--- config.mk ---
export PLATFORM = sky130hd
export DESIGN_NAME = alu_multicycle
export DESIGN_NICKNAME = d
export VERILOG_FILES = /design/src/rtl/alu_multicycle.sv
export SDC_FILE = /design/constraint.sdc
export NUM_CORES = 1
export LEC_CHECK = 0
export ABC_AREA = 1
export ABC_CLOCK_PERIOD_IN_PS = 2800
export BUFFER_PORTS_ARGS = -buffer_cell sky130_fd_sc_hd__buf_2
export CORE_MARGIN = 10
export CORE_UTILIZATION = 40
export DETAILED_ROUTE_END_ITERATION = 6
export GPL_TIMING_DRIVEN = 0
export MAX_ROUTING_LAYER = met4
export PLACE_DENSITY_LB_ADDON = 0.25
export RECOVER_POWER = 25
export SLEW_MARGIN = 20
export SYNTH_ARGS = -nofsm -noshare
export SYNTH_HDL_FRONTEND = slang
export SYNTH_SLANG_ARGS = --single-unit
--- constraint.sdc ---
create_clock -name clk -period 2.8 [get_ports clk]
set_input_delay 0.56 -clock clk [delete_from_list [all_inputs] [get_ports clk]]
set_output_delay 0.56 -clock clk [all_outputs]
set_load 0.1 [all_outputs]
--- src/rtl/alu_multicycle.sv ---
// alu_multicycle: registered accumulator-datapath ALU, AC (op) Bus -> result.
// The operands and opcode are latched on a start/done handshake. Single-cycle
// ops finish one cycle after they are accepted. MUL is a reg_width-cycle
// shift-add sequence. The block also produces zero/neg/carry flags for branch logic.
//
// Ports:
//   clk            rising-edge clock
//   reset          asynchronous active-low reset
//   start          request, sampled only in IDLE/DONE
//   ALU_Operation  opcode (latched on accept)
//   AC, Bus        operands A and B (latched on accept)
//   result         registered result, holds until the next done
//   busy           operation in flight
//   done           one-cycle pulse when result/flags update
//   zero/neg/carry flags of the written result
module alu_multicycle #(
  parameter int unsigned reg_width = 12,
  parameter int unsigned MUL_EN    = 1
) (
  input  logic                 clk,
  input  logic                 reset,
  input  logic                 start,
  input  logic [2:0]           ALU_Operation,
  input  logic [reg_width-1:0] AC,
  input  logic [reg_width-1:0] Bus,
  output logic [reg_width-1:0] result,
  output logic                 busy,
  output logic                 done,
  output logic                 zero,
  output logic                 neg,
  output logic                 carry
);

  localparam int unsigned W     = reg_width;
  localparam int unsigned CNT_W = $clog2(reg_width);

  localparam logic [1:0] ST_IDLE = 2'd0;
  localparam logic [1:0] ST_EXEC = 2'd1;
  localparam logic [1:0] ST_MUL  = 2'd2;
  localparam logic [1:0] ST_DONE = 2'd3;

  localparam logic [2:0] OP_ADD = 3'b000;
  localparam logic [2:0] OP_SUB = 3'b001;
  localparam logic [2:0] OP_AND = 3'b010;
  localparam logic [2:0] OP_OR  = 3'b011;
  localparam logic [2:0] OP_SHL = 3'b100;
  localparam logic [2:0] OP_SHR = 3'b101;
  localparam logic [2:0] OP_MUL = 3'b110;
  localparam logic [2:0] OP_XOR = 3'b111;

  localparam logic [CNT_W-1:0] CNT_LAST = CNT_W'(W - 1);

  logic [1:0]       state_q,  state_d;
  logic [2:0]       op_q,     op_d;
  logic [2*W-1:0]   mcand_q,  mcand_d;   // operand A, zero-extended; shifted left during MUL
  logic [W-1:0]     mplier_q, mplier_d;  // operand B; shifted right during MUL
  logic [2*W-1:0]   acc_q,    acc_d;
  logic [CNT_W-1:0] cnt_q,    cnt_d;
  logic [W-1:0]     result_q, result_d;
  logic             busy_q,   busy_d;
  logic             done_q,   done_d;
  logic             zero_q,   zero_d;
  logic             neg_q,    neg_d;
  logic             carry_q,  carry_d;

  logic [W-1:0]     opa;
  logic [W:0]       sum_w;
  logic [W:0]       diff_w;
  logic [W-1:0]     exec_res;
  logic             exec_carry;
  logic [2*W-1:0]   acc_step;
  logic             is_mul;
  logic             wr_en;
  logic [W-1:0]     wr_res;
  logic             wr_carry;

  assign opa    = mcand_q[W-1:0];
  assign is_mul = (ALU_Operation == OP_MUL) && (MUL_EN != 0);

  // Single-cycle datapath on the latched operands; opcode 110 here is the NOP case.
  always_comb begin
    sum_w      = {1'b0, opa} + {1'b0, mplier_q};
    diff_w     = {1'b0, opa} - {1'b0, mplier_q};
    exec_res   = opa;
    exec_carry = 1'b0;
    case (op_q)
      OP_ADD: begin exec_res = sum_w[W-1:0];  exec_carry = sum_w[W];  end
      OP_SUB: begin exec_res = diff_w[W-1:0]; exec_carry = diff_w[W]; end
      OP_AND: exec_res = opa & mplier_q;
      OP_OR:  exec_res = opa | mplier_q;
      OP_XOR: exec_res = opa ^ mplier_q;
      OP_SHL: begin exec_res = {opa[W-2:0], 1'b0}; exec_carry = opa[W-1]; end
      OP_SHR: begin exec_res = {1'b0, opa[W-1:1]}; exec_carry = opa[0];   end
      default: ;
    endcase
  end

  // One shift-add step: add the shifted multiplicand when the multiplier LSB is set.
  assign acc_step = mplier_q[0] ? (acc_q + mcand_q) : acc_q;

  // Next-state and registered-output logic.
  always_comb begin
    state_d  = state_q;
    op_d     = op_q;
    mcand_d  = mcand_q;
    mplier_d = mplier_q;
    acc_d    = acc_q;
    cnt_d    = cnt_q;
    result_d = result_q;
    busy_d   = busy_q;
    done_d   = 1'b0;
    zero_d   = zero_q;
    neg_d    = neg_q;
    carry_d  = carry_q;
    wr_en    = 1'b0;
    wr_res   = '0;
    wr_carry = 1'b0;

    case (state_q)
      ST_IDLE, ST_DONE: begin
        if (start) begin
          op_d     = ALU_Operation;
          mcand_d  = {{W{1'b0}}, AC};
          mplier_d = Bus;
          acc_d    = '0;
          cnt_d    = '0;
          busy_d   = 1'b1;
          state_d  = is_mul ? ST_MUL : ST_EXEC;
        end else begin
          state_d  = ST_IDLE;
        end
      end
      ST_EXEC: begin
        wr_en    = 1'b1;
        wr_res   = exec_res;
        wr_carry = exec_carry;
        state_d  = ST_DONE;
      end
      ST_MUL: begin
        acc_d    = acc_step;
        mcand_d  = mcand_q << 1;
        mplier_d = mplier_q >> 1;
        cnt_d    = cnt_q + CNT_W'(1);
        // The last step's sum is the full product; write it straight out.
        if (cnt_q == CNT_LAST) begin
          wr_en    = 1'b1;
          wr_res   = acc_step[W-1:0];
          wr_carry = |acc_step[2*W-1:W];
          state_d  = ST_DONE;
        end
      end
      default: state_d = ST_IDLE;
    endcase

    if (wr_en) begin
      result_d = wr_res;
      zero_d   = (wr_res == '0);
      neg_d    = wr_res[W-1];
      carry_d  = wr_carry;
      done_d   = 1'b1;
      busy_d   = 1'b0;
    end
  end

  // State and output registers.
  always_ff @(posedge clk or negedge reset) begin
    if (!reset) begin
      state_q  <= ST_IDLE;
      op_q     <= '0;
      mcand_q  <= '0;
      mplier_q <= '0;
      acc_q    <= '0;
      cnt_q    <= '0;
      result_q <= '0;
      busy_q   <= 1'b0;
      done_q   <= 1'b0;
      zero_q   <= 1'b0;
      neg_q    <= 1'b0;
      carry_q  <= 1'b0;
    end else begin
      state_q  <= state_d;
      op_q     <= op_d;
      mcand_q  <= mcand_d;
      mplier_q <= mplier_d;
      acc_q    <= acc_d;
      cnt_q    <= cnt_d;
      result_q <= result_d;
      busy_q   <= busy_d;
      done_q   <= done_d;
      zero_q   <= zero_d;
      neg_q    <= neg_d;
      carry_q  <= carry_d;
    end
  end

  assign result = result_q;
  assign busy   = busy_q;
  assign done   = done_q;
  assign zero   = zero_q;
  assign neg    = neg_q;
  assign carry  = carry_q;

endmodule

# == After elaboration in Yosys (flattened, before gate mapping) ==
# Index checks and enable logic that the tools add are counted.
# classes
bitwise_logic,3
reduce_logical,11
eq_ne,13
n_addsub,4
muxes,25
# ops
cell,count
$pmux 24 s2,2
$pmux 12 s7,1
$mux 24,3
$pmux 12 s2,2
$add 24x24->24,1
$mux 12,2
$add 12x12->13,1
$sub 12x12->13,1
$and 12x12->12,1
$eq 3x3->1 const B,4
$logic_not 12->1,1
$or 12x12->12,1
$reduce_or 12->1,1
$xor 12x12->12,1
$pmux 4 s2,1
$eq 3x2->1 const B,2
$mux 1,6
$mux 2,3
$pmux 2 s3,1
$reduce_and 2->1,3
$reduce_bool 2->1,3
$add 4x1->4 const B,1
$eq 2x2->1 const B,2
$eq 4x4->1 const B,1
other kinds (9),11
# word_totals
inputBits,30
elab_cells,68
output_inout_bits,17
reg_bits,86

# == Longest topological paths before layout ==
# depth
depth_word,5
mapped_depth,18
ltp_nobuf,17

# == Worst setup path after synthesis ==
# Ideal clock, no wire load.
# synth_path
path_type,reg2reg
startpoint,reg mcand_q[0]
endpoint,reg zero_q (netlist: zero)
path_slack_ns,0.636
stages_incl_launch_ff,14
required_ns,2.680
path_buffers,0
t_arrival_ns,2.045
period_less_slack_ns,2.164
setup_time_ns,0.120
path_cell_list,dfrtp_1 ha_1 fa_1 nand3_1 nand3_1 nand2_1 nand2_1 xnor2_1 o21ai_0 nand2_1 nand2_1 o21ai_0 nand3_1 nand2_1
# synth_between
elab_chain_cells,5
word_cells_on_any_way,11
cone_classes,add/sub (3); mux (4); bitwise (3); reduce/logical (1)
# synth_lines
item,line_no,text
from (decl),55,"logic [2*W-1:0] mcand_q, mcand_d;"
from (signal assigned),183,mcand_q <= mcand_d;
$add 24x24->24,99,assign acc_step = mplier_q[0] ? (acc_q + mcand_q) : acc_q;
$mux 24,99,
$mux 12,145,if (cnt_q == CNT_LAST) begin
$pmux 12 s2 *,119,case (state_q)
$logic_not 12->1 *,157,zero_d = (wr_res == '0);
to (signal assigned),190,zero_q <= zero_d;
to (decl),62,"logic zero_q, zero_d;"
# Every way passes the cells marked *; elsewhere a longest branch is shown, timed or not.
# A chain may end at the register's enable or synchronous reset.

# == Worst setup path in the final report ==
# layout_path
startpoint,reg mcand_q[5]
endpoint,reg zero_q (netlist: zero)
# The elaborated chain is that of the path after synthesis.

==> summary.md <==
| Metric | Value |
|---|---|
| Outcome | `finished with violations` |
| Failing checks | `capacitance limit, slew limit` |
| First-pass GRT wire length | `39.5 mm` |
| CTS Sinks | `85` |
| Comb power frac | `0.691` |
| Die W | `158 um` |
| Area grow syn2layout | `12.3%` |
| Final setup TNS | `0 ps` |
| Final setup viols | `0` |
| RSZ-0062 raised after global routing | `yes` |
| Clk root buf | `clkbuf_16` |
| DR vias/cell | `5.41` |
| Nets | `1,320` |
| Crit Path Max Fanout | `8` |
| DRC Markers | `0` |
| Drt total wl | `24.9 mm` |
| F_max | `366 MHz` |
| Max Cap Viol | `1` |
| Clk Latency, worst-skew pair | `360 ps` |
| Vias in the first global route | `7,192` |
| Share of cells above drive strength 1 | `0.111` |
| Number of synthesized register bits | `85` |
| Primary FF master, synth | `dfrtp_1` |
| VDD IR max | `0.000973 V` |
| Post-synth EDFFs | `0` |
| Final HPWL DP | `19.9 mm` |
| Worst-path clk slew | `70 ps` |
| Pwr/cell area | `1240 nW/um2` |
| RR Endpoint | `zero` |
| Hold Buf Count CTS | `0` |
| Slowest stage delay, CP | `440 ps` |
| Async set-reset flop share out of synthesis | `1.00` |
| Starting Density | `0.407` |
| Ys Warns | `0` |
| Net Sw Frac | `0.588` |
| Worst Path Required | `3090 ps` |
| Critical path's slowest cell | `dfrtp_1` |
| GRT Util Overall | `0.208` |
| Fillers | `1,970` |
| Startpoint Class | `register` |
| Rel. slew slack | `-0.489` |
| Area taken by multi-input logic gates | `4670 um2` |
| Register area | `2130 um2` |
| Core box area | `18,700 um2` |
| H-tree depth | `3` |
| Number of nets with antenna violations after routing | `0` |
| Worst hold path depth | `3` |
| Psw | `0.00625 W` |
| Power share of the clock group | `0.115` |
| Die area | `24,900 um2` |
| Clock Tree Buf Depth | `2` |
| Max Clock Skew | `12.5 ps` |
| Leak pwr | `4.51 nW` |
| Unique cell type count in the Yosys netlist | `44` |
| Antenna violations before repair | `0` |
| 1st-pass router iterations | `5` |
| Internal | `0.00437 W` |
| Fin crit share | `0.975` |
| Syn Inst Count | `1,161` |
| Cts bufs inserted | `9` |
| Crit-path cells | `inv_1 -> ha_1 -> clkbuf_2 -> inv_1 -> o21ai_0 -> a211oi_1 -> nand3_1 -> a21oi_2 -> nand3_1 -> nor2_1 -> nand3_1 -> nand2_1` |
| HP Class | `input port to register` |
| CTS tree | `built` |
| Post-synthesis sequential area ratio | `0.279` |
| WHS Endpoint | `mplier_q[11]` |
| Crit end category | `register` |
| Final min period | `2730 ps` |
| Hold wc startpoint | `Bus[11]` |
| DIE HEIGHT | `158 um` |
| Starting DRT DRC Count | `725` |
| Final core utilization | `0.457` |
| Grt total ovfl | `0` |
| Slew @ Worst Pin | `2230 ps` |
| WP data arrival | `3020 ps` |
| Vias | `7,897` |
| DR WL/cell | `17.1 um` |
| Crit Path Class | `register to register` |
| Largest net degree at the start of global routing | `49` |
| Path depth of the worst reg2reg path | `12` |
| Post-synthesis cell area | `7610 um2` |
| Final hold vios | `0` |
| Worst R2R Start | `mcand_q[5]` |
| Syn Nets | `1,260` |
| Reg power frac | `0.193` |
| Final Max Tran Viols | `38` |
| Flop2flop setup slack | `70 ps` |
| Antenna diode count | `0` |
| Port Buffers | `46` |
| Top-Level Pins | `47` |
| Routability cong. | `0.975` |
| Rows | `50` |
| Most frequent CP cell | `nand3_1` |
| Avg Cell Area, Syn | `6.56 um2` |
per-layer routing:
layer	vias to the layer above	track usage	share of wire	routed length, um
li1	3915	-	-	-
met1	3683	0.307	0.50	12400
met2	270	0.291	0.41	10300
met3	29	0.0299	0.071	1770
met4	0	0.0476	0.017	423
met5	-	-	0	0
what timing repair did:
item,in CTS,in global routing
pin swaps,0,1
gates resized for setup,3,27
cloned,0,0
endpoints found under the setup margin,2,14
setup buffers,0,2
cell type report:
type,count,share of cell area
multi-input combinational,859,0.546
sequential,85,0.250
inverter,180,0.0796
clock inverter,7,0.00922
timing repair buffer,49,0.0318
clock buffer,9,0.0264
buffer,37,0.0228
tap,234,0.0343
cells by family (layout without fill, tap and decap cells):
group,Yosys count,in the layout,share of synthesized area
flops,85,85,0.279
simple gates,563,563,0.309
compound gates,217,217,0.169
fa+ha+maj,69,69,0.116
buf+inv,217,282,0.114
xor+xnor,10,10,0.0115
state kept, by name (all words and copies together) (netlist names):
register	flops
busy	1
mcand_q	24
mplier_q	12
op_q	3
result	12
done	1
state_q	2
cnt_q	4
acc_q	24
carry	1
zero	1
power groups by stage:
stage | clock (W) | combinational, W | sequential (W)
final | 0.00122 | 0.00735 | 0.00205
after global routing | 0.00130 | 0.00811 | 0.00211
after CTS | 0.00125 | 0.00711 | 0.00206
after detailed placement | 0 | 0.00707 | 0.00208
after global placement | 0 | 0.00704 | 0.00207
after floorplan | 0 | 0.00450 | 0.00268
per-stage QoR:
stage	std cells	setup slack (ps)	power [W]	hold slack, ps	area, um2
after floorplan	1161	636	0.00718	264	7610
after global placement	1441	-92.3	0.00911	460	8130
after detailed placement	1442	-79.1	0.00915	461	8160
after CTS	1458	1.27	0.0104	197	8470
after global routing	1460	-33.2	0.0115	410	8550
final	1460	70.4	0.0106	409	8550
how the worst max path moves through the flow:
stage | start | to | slack, ps
finish | mcand_q[5] | zero | 70
global route | mcand_q[4] | zero | -30
CTS | mcand_q[0] | carry | 1
detailed placement | mcand_q[1] | zero | -80
global placement | mcand_q[0] | carry | -90
floorplan | mcand_q[0] | zero | 640
placed cells by master, fill, tap and decap left out, types with 3 or more instances in the layout:
cell type and n:
a211oi_1 3, a21oi_1 51, a21oi_2 5, a22o_1 11, a31oi_1 9, and2_1 4
buf_1 3, buf_2 55, buf_4 10, clkbuf_1 11, clkbuf_16 9, clkbuf_2 5
dfrtp_1 80, dfrtp_2 5, fa_2 3, ha_1 64, inv_1 167, inv_2 10
nand2_1 339, nand2_2 5, nand3_1 93, nand3b_1 3, nand4_1 14, nor2_1 81
nor2_2 7, nor3_1 8, o211ai_1 14, o21ai_0 63, o21ai_1 11, o221ai_1 12
o22ai_1 31, xnor2_1 4, xor2_1 6
synth_stat cells (12+ instances only):
| cell | instances | share of area |
|---|---|---|
| nand4_1 | 14 | 0.012 |
| nand2_1 | 341 | 0.17 |
| o221ai_1 | 12 | 0.014 |
| o21ai_0 | 64 | 0.042 |
| a21oi_1 | 54 | 0.036 |
| o211ai_1 | 14 | 0.014 |
| o22ai_1 | 31 | 0.025 |
| ha_1 | 66 | 0.11 |
| nor2_1 | 84 | 0.041 |
| inv_1 | 169 | 0.083 |
| dfrtp_1 | 85 | 0.28 |
| nand3_1 | 93 | 0.061 |
critical path: cells and delay by family, from the launching register on:
kind | cells | cell delay (ps)
AO/OA/AOI/OAI | 3 | 710
AND/OR/NAND/NOR | 5 | 690
adder cells (fa/ha/maj) | 1 | 310
buffers and inverters | 3 | 510
flip-flops | 1 | 440
No activity file was read; power rests on OpenSTA's default activity.
